==> config.mk <==
export PLATFORM = sky130hd
export DESIGN_NAME = game_setup_loader_flat
export DESIGN_NICKNAME = d
export VERILOG_FILES = /design/src/rtl/game_setup_loader_if.sv /design/src/rtl/game_setup_loader.sv /design/src/flat_wrapper.sv
export SDC_FILE = /design/constraint.sdc
export NUM_CORES = 1
export LEC_CHECK = 0
export ABC_AREA = 1
export ABC_CLOCK_PERIOD_IN_PS = 1900
export CORE_ASPECT_RATIO = 1.2
export CORE_MARGIN = 3
export CORE_UTILIZATION = 43
export DETAILED_ROUTE_END_ITERATION = 10
export PLACE_DENSITY = 0.79
export SLEW_MARGIN = 5
export SYNTH_ARGS = -nofsm -noshare
export SYNTH_HDL_FRONTEND = slang
export SYNTH_SLANG_ARGS = --single-unit
==> constraint.sdc <==
create_clock -name clk -period 1.9 [get_ports clk]
set_clock_uncertainty 0.2 [all_clocks]
set_input_delay 0.38 -clock clk [delete_from_list [all_inputs] [get_ports clk]]
set_output_delay 0.38 -clock clk [all_outputs]
set_load 0.02 [all_outputs]
==> src/rtl/game_setup_loader_if.sv <==
// Request and config-write bundle between the menu FSM, the setup loader and the settings bank.
// The loader drives through the master modport; the menu/bank side uses slave.
interface game_setup_loader_if #(
    parameter int DATA_W = 16
);
    logic              req_valid;
    logic [1:0]        req_level;
    logic              req_ready;
    logic              cfg_wr_valid;
    logic [2:0]        cfg_wr_addr;
    logic [DATA_W-1:0] cfg_wr_data;
    logic              cfg_wr_ready;
    logic              busy;
    logic              cfg_done;
    logic              cfg_error;
    logic [1:0]        cur_level;

    modport master (
        input  req_valid, req_level, cfg_wr_ready,
        output req_ready, cfg_wr_valid, cfg_wr_addr, cfg_wr_data,
               busy, cfg_done, cfg_error, cur_level
    );

    modport slave (
        output req_valid, req_level, cfg_wr_ready,
        input  req_ready, cfg_wr_valid, cfg_wr_addr, cfg_wr_data,
               busy, cfg_done, cfg_error, cur_level
    );
endinterface

==> src/rtl/game_setup_loader.sv <==
// Streams the seven per-level setup words into the game-settings bank on a menu request,
// then pulses cfg_done; illegal level 3 only pulses cfg_error.
module game_setup_loader #(
    parameter int X_CENTER = 512,
    parameter int Y_CENTER = 384,
    parameter int DATA_W   = 16
) (
    input logic clk,
    input logic rst,
    game_setup_loader_if.master bus
);
    localparam int FIELD = 64;

    typedef enum logic [1:0] {IDLE, LOAD, DONE} state_t;

    state_t     state, state_nx;
    logic [1:0] level_q;
    logic [1:0] cur_level_q;
    logic [2:0] addr_q;
    logic       error_q;

    // Every operand is an elaboration constant for a given level/addr, so this folds to a ROM.
    function automatic logic [DATA_W-1:0] setup_word(input logic [1:0] lvl, input logic [2:0] a);
        logic signed [DATA_W-1:0] rows, mines, secs, size, half;
        case (lvl)
            2'd1:    begin rows = DATA_W'(10); mines = DATA_W'(30); secs = DATA_W'(50); end
            2'd2:    begin rows = DATA_W'(15); mines = DATA_W'(40); secs = DATA_W'(70); end
            default: begin rows = DATA_W'(8);  mines = DATA_W'(19); secs = DATA_W'(45); end
        endcase
        size = DATA_W'(FIELD) * rows;
        half = size >>> 1;
        case (a)
            3'd0:    setup_word = rows;
            3'd1:    setup_word = mines;
            3'd2:    setup_word = secs;
            3'd3:    setup_word = DATA_W'(FIELD);
            3'd4:    setup_word = size;
            3'd5:    setup_word = DATA_W'(X_CENTER) - half;
            3'd6:    setup_word = DATA_W'(Y_CENTER) - half;
            default: setup_word = '0;
        endcase
    endfunction

    always_ff @(posedge clk or posedge rst) begin
        if (rst) state <= IDLE;
        else     state <= state_nx;
    end

    always_comb begin
        state_nx = state;
        case (state)
            IDLE: if (bus.req_valid && bus.req_level != 2'd3) state_nx = LOAD;
            LOAD: if (bus.cfg_wr_ready && addr_q == 3'd6)     state_nx = DONE;
            DONE: state_nx = IDLE;
            default: state_nx = IDLE;
        endcase
    end

    always_ff @(posedge clk or posedge rst) begin
        if (rst) begin
            level_q     <= '0;
            cur_level_q <= '0;
            addr_q      <= '0;
            error_q     <= 1'b0;
        end else begin
            error_q <= (state == IDLE) && bus.req_valid && (bus.req_level == 2'd3);
            case (state)
                IDLE: begin
                    if (bus.req_valid && bus.req_level != 2'd3) begin
                        level_q <= bus.req_level;
                        addr_q  <= '0;
                    end
                end
                LOAD: begin
                    if (bus.cfg_wr_ready) begin
                        if (addr_q == 3'd6) begin
                            addr_q      <= '0;
                            cur_level_q <= level_q;
                        end else begin
                            addr_q <= addr_q + 3'd1;
                        end
                    end
                end
                default: ;
            endcase
        end
    end

    always_comb begin
        bus.req_ready    = (state == IDLE);
        bus.cfg_wr_valid = (state == LOAD);
        bus.cfg_wr_addr  = addr_q;
        bus.cfg_wr_data  = (state == LOAD) ? setup_word(level_q, addr_q) : '0;
        bus.busy         = (state != IDLE);
        bus.cfg_done     = (state == DONE);
        bus.cfg_error    = error_q;
        bus.cur_level    = cur_level_q;
    end
endmodule

==> src/flat_wrapper.sv <==
// flat-port wrapper written by rule: the top's interface ports become plain ports
module game_setup_loader_flat 
#(
    parameter int X_CENTER = 512,
    parameter int Y_CENTER = 384,
    parameter int DATA_W   = 16
)
  (clk, rst, bus_req_valid, bus_req_level, bus_cfg_wr_ready, bus_req_ready, bus_cfg_wr_valid, bus_cfg_wr_addr, bus_cfg_wr_data, bus_busy, bus_cfg_done, bus_cfg_error, bus_cur_level);
  game_setup_loader_if #(.DATA_W(DATA_W)) bus_i ();
  input logic clk;
  input logic rst;
  input wire logic [$bits(bus_i.req_valid)-1:0] bus_req_valid;
  input wire logic [$bits(bus_i.req_level)-1:0] bus_req_level;
  input wire logic [$bits(bus_i.cfg_wr_ready)-1:0] bus_cfg_wr_ready;
  output wire logic [$bits(bus_i.req_ready)-1:0] bus_req_ready;
  output wire logic [$bits(bus_i.cfg_wr_valid)-1:0] bus_cfg_wr_valid;
  output wire logic [$bits(bus_i.cfg_wr_addr)-1:0] bus_cfg_wr_addr;
  output wire logic [$bits(bus_i.cfg_wr_data)-1:0] bus_cfg_wr_data;
  output wire logic [$bits(bus_i.busy)-1:0] bus_busy;
  output wire logic [$bits(bus_i.cfg_done)-1:0] bus_cfg_done;
  output wire logic [$bits(bus_i.cfg_error)-1:0] bus_cfg_error;
  output wire logic [$bits(bus_i.cur_level)-1:0] bus_cur_level;
  assign bus_i.req_valid = bus_req_valid;
  assign bus_i.req_level = bus_req_level;
  assign bus_i.cfg_wr_ready = bus_cfg_wr_ready;
  assign bus_req_ready = bus_i.req_ready;
  assign bus_cfg_wr_valid = bus_i.cfg_wr_valid;
  assign bus_cfg_wr_addr = bus_i.cfg_wr_addr;
  assign bus_cfg_wr_data = bus_i.cfg_wr_data;
  assign bus_busy = bus_i.busy;
  assign bus_cfg_done = bus_i.cfg_done;
  assign bus_cfg_error = bus_i.cfg_error;
  assign bus_cur_level = bus_i.cur_level;
  game_setup_loader #(.X_CENTER(X_CENTER), .Y_CENTER(Y_CENTER), .DATA_W(DATA_W)) u_core (.clk(clk), .rst(rst), .bus(bus_i));
endmodule
==> impl_metrics.env, run 1 <==
export IMPL_hp_class="input pin to asynchronous set/reset pin"
export IMPL_synth_edf_count=0
export IMPL_synthXorXnorAreaFrac_pct=0
export IMPL_drive_gt1_share_pct=57.37
export IMPL_setup_tns_final_ns=-4.108
export IMPL_grt_max_degree=12
export IMPL_cts_tree="done"
export IMPL_start_util_pct=48.04
export IMPL_drtIter0Drc=41
export IMPL_area_delta_synth_final_pct=95.01
export IMPL_maxCapViolCount=0
export IMPL_worst_setup_path_start_kind="register"
export IMPL_clk_path_buf_depth=2
export IMPL_grt_ovfl_total=0
export IMPL_synth_fa_ha_area_share_pct=7.564
export IMPL_fillCellCount=57
export IMPL_synthFlopType="dfrtp_1"
export IMPL_hold_buffers=0
export IMPL_nNetsFinal=202
export IMPL_ant_nets=0
export IMPL_die_x_um=46.04
export IMPL_cp_arrival_ns=1.64
export IMPL_hold_viol=0
export IMPL_synth_top_area_cell="dfrtp_1"
export IMPL_reg2reg_depth=9
export IMPL_end_kind="output port"
export IMPL_fin_crit_ns=2.219
export IMPL_synth_compound_area_share_pct=10.14
export IMPL_fin_util_pct=93.68
export IMPL_die_area_mm2=0.002488
export IMPL_place_area_mm2=0.001294
export IMPL_async_flop_share_pct=100.0
export IMPL_grt_antenna_before_repair=0
export IMPL_ys_seq_area_share_pct=30.26
export IMPL_cts_buffers=3
export IMPL_grt_pass1_vias=1101
export IMPL_path_class="register to output port"
export IMPL_crit_required_ns=1.32
export IMPL_slew_headroom_pct=75.14
export IMPL_violations="negative setup slack"
export IMPL_fmax_ghz=0.4506
export IMPL_cts_root_buffer="clkbuf_4"
export IMPL_synth_top_family_by_area="simple AND/OR/NAND/NOR gates"
export IMPL_synth_cell_types=20
export IMPL_die_h_um=54.04
export IMPL_setup_slack_ns=-0.3192
export IMPL_critPathMaxFanout=5
export IMPL_grt_pass1_wl_um=4809
export IMPL_drtPass1Iterations=4
export IMPL_fp_coreArea_mm2=0.001722
export IMPL_synth_nets=132
export IMPL_status="finished, violations left"
export IMPL_muxShareOfSynthArea_pct=0
export IMPL_report_final_slew_viol_count=0
export IMPL_dpl_hpwl_um=1861
export IMPL_worstMarginPinSlew_ns=0.3726
export IMPL_cts_sinks=10
export IMPL_avgRoutedWirePerCell_um=18.79
export IMPL_synth_warning_count=0
export IMPL_netlist_area_leader_share_pct=30.26
export IMPL_n_antenna_cell=0
export IMPL_p_leak_uw=0.0008417
export IMPL_synth_simple_area_share_pct=33.89
export IMPL_finalSetupViolations=16
export IMPL_clkLatencyLatePin_ns=0.27
export IMPL_peakVddDrop_mv=1.482
export IMPL_numPortBuffers=31
export IMPL_avgSynthCellArea_um2=6.835
export IMPL_rsz0062_at_grt="true"
export IMPL_period_share_pct=116.8
export IMPL_dp_slack_ns=-0.3935
export IMPL_clk_pin_slew_ns=0.07
export IMPL_wl_um=3908
export IMPL_io_pins=32
export IMPL_synth_area_leaders="dfrtp_1 30%, nand2_1 11%, inv_1 9.1%, ha_1 7.6%, nor2_1 6.4%"
export IMPL_cts_max_level=1
export IMPL_netlist_area_um2=827.0
export IMPL_p_per_area_mw_per_mm2=1864
export IMPL_num_vias=1169
export IMPL_vias_per_cell=5.620
export IMPL_final_area_mm2=0.001613
export IMPL_fp_row_count=16
export IMPL_grtUsageTotal_pct=27.29
export IMPL_gp_congestion=0.9169
export IMPL_drc=0
export IMPL_synth_seq_cells=10
export IMPL_syn_instance_count=121
## cell families after synthesis
group	after synthesis
buffers and inverters	31
AO/OA/AOI/OAI	16
adder cells (fa/ha/maj)	5
flip-flops	10
AND/OR/NAND/NOR	59
## cell type report
| cell class | count | area (um^2) | share of cell area [%] |
|---|---|---|---|
| multi-input cells | 80 | 574.3 | 35.61 |
| repair buffers | 72 | 626.9 | 38.87 |
| flip-flops and latches | 10 | 255.2 | 15.83 |
| inverters | 24 | 97.59 | 6.051 |
| well taps | 18 | 22.52 | 1.396 |
| clock buffers | 4 | 36.28 | 2.250 |
## per-stage QoR
stage / power, uW / hold WS (ns) / instances
2_1_floorplan: 1338 / 0.01998 / 121
3_3_place_gp: 2069 / 0.2836 / 184
3_5_place_dp: 2111 / 0.2948 / 184
4_1_cts: 2588 / 0.1891 / 197
5_1_grt: 3142 / 0.2536 / 208
6_report: 3006 / 0.2211 / 208
## Yosys cell counts, types with 2 or more instances
| cell | instances |
|---|---|
| o21ai_1 | 3 |
| nor2_1 | 14 |
| o21ai_0 | 4 |
| nand2_1 | 24 |
| nor2_2 | 2 |
| ha_1 | 5 |
| nand3_1 | 10 |
| buf_4 | 5 |
| buf_6 | 2 |
| nor3_1 | 2 |
| nand4_1 | 2 |
| a21oi_1 | 8 |
| nor2_4 | 2 |
| inv_1 | 20 |
| inv_2 | 4 |
| dfrtp_1 | 10 |
## critical path: stages, from the launching register on
cell and delay (ns):
dfrtp_2 0.46, nand2_1 0.12, inv_2 0.05, ha_1 0.18, inv_1 0.12, nand3_1 0.11
nor2_1 0.11, nor2_1 0.04, buf_4 0.16
## final timing paths
| kind | slack, ns | to | from |
|---|---|---|---|
| max | -0.32 | bus_cfg_wr_data[6] | u_core.bus.cfg_wr_addr[1] |
| min | 0.22 | u_core.bus.cur_level[0] | rst |
| max in group asynchronous | 0.99 | u_core.bus.cfg_wr_addr[2] | rst |
| min reg2reg | 0.34 | u_core.bus.cur_level[0] | u_core.bus.cur_level[0] |
| max reg2reg | 0.02 | u_core.state[0] | u_core.bus.cfg_wr_addr[0] |
| min in group clk | 0.34 | u_core.bus.cur_level[0] | u_core.bus.cur_level[0] |
## registers in the layout, indices dropped and copies added (netlist names)
name	count
u_core.bus.cfg_error	1
u_core.bus.cfg_wr_addr	3
u_core.bus.cur_level	2
u_core.state	2
u_core.level_q	2
## per-layer routing
metal | global-route usage (%) | share of wire [%]
met4 | 19.91 | 3.9
met1 | 30.18 | 37
met2 | 46.33 | 52
met5 | 0 | 0
met3 | 3.679 | 7.0
## where the power goes
part	total, uW	switching [uW]	internal (uW)
Clock	191	75.0	116
Combinational	2420	1310	1110
Sequential	391	93.1	297
Total	3010	1480	1530
## cells in the final DEF, fill, tap and decap left out, types with 4 or more instances in the layout
| master | n |
|---|---|
| nor2_1 | 9 |
| nand3_2 | 4 |
| a21oi_2 | 4 |
| nor2_4 | 6 |
| nand3_1 | 6 |
| inv_2 | 8 |
| nand2_1 | 19 |
| buf_4 | 41 |
| dfrtp_1 | 6 |
| clkdlybuf4s50_1 | 8 |
| dfrtp_2 | 4 |
| inv_1 | 14 |
| nand2_2 | 4 |
| a21oi_1 | 5 |
| buf_6 | 16 |
## repair_timing
item,4_1_cts,5_1_grt
gates cloned,0,0
pin swaps,6,15
endpoints found under the setup margin,23,21
setup buffers,9,12
gates resized for setup,125,22
Power figures use the tool's default switching activity.
==> run 2: changes to the inputs <==
--- a/config.mk
+++ b/config.mk
@@ -10,8 +10,10 @@
 export CORE_ASPECT_RATIO = 1.2
 export CORE_MARGIN = 3
 export CORE_UTILIZATION = 43
+export CTS_CLUSTER_SIZE = 8
 export DETAILED_ROUTE_END_ITERATION = 10
-export PLACE_DENSITY = 0.79
+export HOLD_SLACK_MARGIN = 0.05
+export PLACE_DENSITY = 0.76
 export SLEW_MARGIN = 5
 export SYNTH_ARGS = -nofsm -noshare
 export SYNTH_HDL_FRONTEND = slang
==> run 2 against run 1 <==
- the flow still finishes with violations (negative setup slack)
- worst setup slack improved by 0.052 ns
- global-route usage is 3.6 points lower
- core utilization down 5.2 points
- maximum frequency is 2.4% higher
- first-iteration DRC count is 66% lower
- power fell by 8.5%
- non-clock buffer count decreased by 10
- critical path depth decreased by 3
- die area stayed put
- flip-flop and latch count is the same
- combinational power is 11% lower
==> impl_metrics.env, run 2 (synthesis gave the netlist of run 1 again) <==
export IMPL_critical_path_slowest_cell="dfrtp_2"
export IMPL_die_area_mm2=0.002488
export IMPL_ant_nets=0
export IMPL_path_class="register to output port"
export IMPL_hp_class="input pin to asynchronous set/reset pin"
export IMPL_cts_max_level=1
export IMPL_hold_ws_ns=0.1740
export IMPL_slew_headroom_pct=75.88
export IMPL_finalPower_uw=2751
export IMPL_drive_gt1_share_pct=55.56
export IMPL_violations="negative setup slack"
export IMPL_finalSetupViolations=16
export IMPL_reg2reg_depth=8
export IMPL_start_util_pct=48.04
export IMPL_p_leak_uw=0.0007771
export IMPL_drc=0
export IMPL_avgRoutedWirePerCell_um=15.10
export IMPL_fmax_ghz=0.4613
export IMPL_grt_ovfl_total=0
export IMPL_setup_slack_ns=-0.2677
export IMPL_dp_slack_ns=-0.3627
export IMPL_numPortBuffers=31
export IMPL_worstPathCellList="buf_6 > nor3_4 > nand2_2 > a21oi_2 > buf_4"
export IMPL_hold_buffers=0
export IMPL_fin_crit_ns=2.168
export IMPL_r2r_end="u_core.state[0]"
export IMPL_crit_required_ns=1.32
export IMPL_rsz0062_at_grt="true"
export IMPL_drtPass1Iterations=5
export IMPL_fp_row_count=16
export IMPL_num_vias=1032
export IMPL_clk_pin_slew_ns=0.06
export IMPL_dpl_hpwl_um=1879
export IMPL_stdcell_count=198
export IMPL_nNetsFinal=192
export IMPL_status="finished, violations left"
export IMPL_io_pins=32
export IMPL_worstMarginPinSlew_ns=0.3614
export IMPL_grt_antenna_before_repair=0
export IMPL_grt_pass1_wl_um=4222
export IMPL_drtIter0Drc=14
export IMPL_die_h_um=54.04
export IMPL_report_final_slew_viol_count=0
export IMPL_maxCapViolCount=0
export IMPL_cpPeakStageDelay_ns=0.45
export IMPL_dp_cells=184
export IMPL_grt_pass1_vias=1003
export IMPL_cts_buffers=3
export IMPL_cts_root_buffer="clkbuf_4"
export IMPL_period_share_pct=114.1
export IMPL_fp_coreArea_mm2=0.001722
export IMPL_die_x_um=46.04
export IMPL_wl_um=2989
export IMPL_hold_viol=0
export IMPL_grt_max_degree=11
export IMPL_crit_path_start="u_core.bus.cfg_wr_addr[2]"
export IMPL_cts_sinks=10
export IMPL_cp_arrival_ns=1.59
export IMPL_clk_path_buf_depth=2
export IMPL_rr_startpoint="u_core.bus.cfg_wr_addr[0]"
export IMPL_clkLatencyLatePin_ns=0.27
export IMPL_grtUsageTotal_pct=23.68
export IMPL_worst_setup_path_start_kind="register"
export IMPL_cts_tree="done"
export IMPL_critPathMaxFanout=5
export IMPL_p_per_area_mw_per_mm2=1805
export IMPL_gp_congestion=0.9463
export IMPL_fin_util_pct=88.52
export IMPL_end_kind="output port"
export IMPL_largest_reg_flops=3
export IMPL_peakVddDrop_mv=1.269
export IMPL_n_antenna_cell=0
export IMPL_ff2ff_setup_slack_ns=0.20
export IMPL_final_common_cell="buf_4"
export IMPL_vias_per_cell=5.212
export IMPL_area_delta_synth_final_pct=84.27
export IMPL_final_cell_mix="34 x buf_4, 19 x nand2_1, 14 x inv_1"
[run 2: cell types whose count changed in the layout (fill, tap and decap cells not counted), moves of 2 or more]
| cell | delta |
|---|---|
| ha_1 | -2 |
| a21oi_1 | -2 |
| buf_4 | -7 |
| dlygate4sd2_1 | +2 |
| a21oi_2 | +2 |
| buf_6 | -3 |
[run 2: what timing repair did]
item                                    CTS  global route
buffers inserted                          7             3
resized for setup                       119            22
pin swaps                                15             9
endpoints found under the setup margin   23            19
[run 2: through the flow]
step,TNS [ns],area (um^2)
floorplan,-0.03662,867.1
global placement,-4.998,1294
detailed placement,-5.341,1294
CTS,-2.189,1444
global route,-4.079,1524
finish,-3.154,1524
[run 2: how the worst max path moves through the flow]
stage	to	slack (ns)
floorplan	bus_cfg_wr_data[12]	-0.04
global placement	bus_cfg_wr_data[10]	-0.34
detailed placement	bus_cfg_wr_data[7]	-0.36
global route	bus_cfg_wr_data[6]	-0.32
finish	bus_cfg_wr_data[1]	-0.27
CTS	bus_cfg_wr_data[12]	-0.20
[run 2: final cells by class]
class                      count  area [um^2]
timing repair buffer          62        536.8
multi-input combinational     80        578.1
sequential                    10        255.2
inverter                      24        95.09
clock buffer                   4        36.28
fill                          91        197.7
tap                           18        22.52
[run 2: power by group]
| group | total (uW) | switching [uW] | internal [uW] |
|---|---|---|---|
| Combinational | 2150 | 1170 | 980 |
| Sequential | 410 | 113 | 297 |
| Clock | 190 | 73.9 | 117 |
| Total | 2750 | 1360 | 1390 |
[run 2: per-layer routing]
metal  vias up  GRT usage [%]  part of all wire, %
li1        491              -                    -
met1       492          24.59                   37
met2        36          43.81                   56
met3        13          2.676                  3.8
met4         0          14.22                  3.2
met5         -              0                    0
[run 2: critical path: cells and delay by family (launching register included)]
family / cells / cell delay, ns
AO/OA/AOI/OAI: 1 / 0.15
buffers and inverters: 2 / 0.29
flip-flops: 1 / 0.45
AND/OR/NAND/NOR: 2 / 0.44
==> run 3: changes to the inputs <==
--- a/config.mk
+++ b/config.mk
@@ -7,8 +7,8 @@
 export LEC_CHECK = 0
 export ABC_AREA = 1
 export ABC_CLOCK_PERIOD_IN_PS = 1900
+export CAP_MARGIN = 5
 export CORE_ASPECT_RATIO = 1.2
-export CORE_MARGIN = 3
 export CORE_UTILIZATION = 43
 export CTS_CLUSTER_SIZE = 8
 export DETAILED_ROUTE_END_ITERATION = 10
==> run 3 against run 2 <==
- the run still ends with negative setup slack left
- die area is 15% lower
- power grew 4.7%
- global-route usage grew 5.1 points
- worst setup slack got worse by 0.0029 ns
- critical path type unchanged
- via count up 3.7%
- maximum frequency down 0.13%
- cell area is 2.5% higher
- largest cell class is now non-clock buffers
- sequential share of layout area is 0.40 points lower
- register-to-register slack lost 0.13 ns
- non-clock buffer count increased by 6
- sequential power is 4% higher
- largest power group unchanged
- critical path depth stayed put
==> impl_metrics.env, run 3 (synthesis gave the netlist of run 1 again) <==
export IMPL_vias_per_cell=5.220
export IMPL_status="finished, violations left"
export IMPL_gp_congestion=0.8711
export IMPL_grt_max_degree=11
export IMPL_rr_startpoint="u_core.bus.cfg_wr_addr[1]"
export IMPL_clkLatencyLatePin_ns=0.27
export IMPL_critical_path_slowest_cell="dfrtp_2"
export IMPL_cts_max_level=1
export IMPL_maxCapViolCount=0
export IMPL_reg2reg_depth=7
export IMPL_wl_um=3300
export IMPL_area_delta_synth_final_pct=88.81
export IMPL_cts_root_buffer="clkbuf_4"
export IMPL_path_class="register to output port"
export IMPL_numPortBuffers=31
export IMPL_seq_area_um2=255.2
export IMPL_finalPower_uw=2881
export IMPL_hold_ws_ns=0.1712
export IMPL_pwr_share_clk_pct=6.6
export IMPL_ant_nets=0
export IMPL_grt_pass1_vias=1050
export IMPL_end_kind="output port"
export IMPL_worst_setup_path_start_kind="register"
export IMPL_dp_slack_ns=-0.3859
export IMPL_grtUsageTotal_pct=28.81
export IMPL_p_leak_uw=0.0008060
export IMPL_drtPass1Iterations=4
export IMPL_cp_arrival_ns=1.59
export IMPL_hold_viol=0
export IMPL_violations="negative setup slack"
export IMPL_final_common_cell="buf_4"
export IMPL_worstMarginPinSlew_ns=0.3534
export IMPL_worstPathCellList="inv_1 > nor2_4 > inv_2 > nor3_4 > buf_6"
export IMPL_clk_pin_slew_ns=0.07
export IMPL_ff2ff_setup_slack_ns=0.07
export IMPL_clk_path_buf_depth=2
export IMPL_die_h_um=50.04
export IMPL_switching_share_pct=49.39
export IMPL_r2r_end="u_core.state[0]"
export IMPL_p_sw_uw=1423
export IMPL_p_int_uw=1458
export IMPL_seqPwrFrac_pct=14.8
export IMPL_fp_coreArea_mm2=0.001829
export IMPL_peakVddDrop_mv=1.249
export IMPL_period_share_pct=114.2
export IMPL_num_vias=1070
export IMPL_largest_reg_flops=3
export IMPL_slew_headroom_pct=76.41
export IMPL_drive_gt1_share_pct=58.06
export IMPL_report_final_slew_viol_count=0
export IMPL_fmax_ghz=0.4607
export IMPL_crit_path_start="u_core.bus.cfg_wr_addr[1]"
export IMPL_grt_pass1_wl_um=4574
export IMPL_cts_sinks=10
export IMPL_avgRoutedWirePerCell_um=16.10
export IMPL_n_antenna_cell=0
export IMPL_final_cell_mix="41 x buf_4, 19 x nand2_1, 13 x inv_1"
export IMPL_cts_buffers=3
export IMPL_drtIter0Drc=20
export IMPL_crit_required_ns=1.32
export IMPL_die_x_um=42.04
export IMPL_cpPeakStageDelay_ns=0.47
export IMPL_hold_buffers=0
export IMPL_grt_ovfl_total=0
export IMPL_fillCellCount=99
export IMPL_start_util_pct=45.21
export IMPL_drc=0
export IMPL_grt_antenna_before_repair=0
export IMPL_fin_crit_ns=2.171
export IMPL_setup_slack_ns=-0.2706
export IMPL_critPathMaxFanout=7
export IMPL_die_area_mm2=0.002103
export IMPL_hp_class="input pin to asynchronous set/reset pin"
export IMPL_p_per_area_mw_per_mm2=1845
export IMPL_finalSetupViolations=16
export IMPL_power_frac_comb_pct=78.6
export IMPL_fp_row_count=17
export IMPL_io_pins=32
export IMPL_fin_util_pct=85.36
export IMPL_cts_tree="done"
export IMPL_multiInputGateArea_um2=570.5
export IMPL_dpl_hpwl_um=1724
export IMPL_nNetsFinal=198
export IMPL_rsz0062_at_grt="true"
-- run 3: cell count changes in the layout (fill, tap and decap cells not counted), sizes merged --
| cell | previous run | this run |
|---|---|---|
| buf | 47 | 53 |
| clkdlybuf4s15 | 1 | 2 |
| dlygate4sd2 | 4 | 3 |
-- run 3: what timing repair did --
item | 4_1_cts | 5_1_grt
setup buffers | 10 | 7
hold endpoints to repair | 0 | 0
setup endpoints to repair | 23 | 19
resized for setup | 128 | 15
pin swaps | 9 | 10
-- run 3: worst max-delay path by stage --
stage / cells after the start / end
6_report: 5 / bus_cfg_wr_data[12]
5_1_grt: 6 / bus_cfg_wr_data[7]
2_1_floorplan: 6 / bus_cfg_wr_data[12]
3_3_place_gp: 7 / bus_cfg_wr_data[7]
4_1_cts: 6 / bus_cfg_wr_data[6]
3_5_place_dp: 7 / bus_cfg_wr_data[6]
-- run 3: stage by stage --
step,std cells,TNS [ns],instance area [um^2]
2_1_floorplan,121,-0.03662,867.1
3_3_place_gp,184,-4.821,1287
3_5_place_dp,184,-5.447,1287
4_1_cts,198,-1.966,1486
5_1_grt,205,-4.251,1562
6_report,205,-3.334,1562
-- run 3: per-layer routing --
| metal | global-route usage, % | part of all wire [%] | up-vias |
|---|---|---|---|
| met5 | 0 | 0 | - |
| met4 | 23.44 | 3.8 | 0 |
| met3 | 2.564 | 3.9 | 16 |
| met2 | 50.78 | 54 | 47 |
| met1 | 30.57 | 38 | 507 |
| li1 | - | - | 500 |
-- run 3: critical path, delay by kind of cell, from the launching register on --
kind,cells,cell delay (ns)
buffers and inverters,3,0.41
and+or+nand+nor,2,0.44
DFF,1,0.47
-- run 3: layout make-up --
class | count | area share (%)
Timing Repair Buffer | 68 | 37.18
Multi-Input combinational cell | 80 | 36.54
Sequential cell | 10 | 16.35
Inverter | 24 | 6.090
Clock buffer | 4 | 2.324
Tap cell | 19 | 1.522
-- run 3: power groups by stage --
stage / clock, uW / sequential, uW / combinational, uW
after global placement: 0 / 394 / 1650
final: 191 / 425 / 2260
after detailed placement: 0 / 398 / 1680
after global routing: 203 / 432 / 2380
after CTS: 196 / 415 / 1950
after floorplan: 0 / 413 / 925
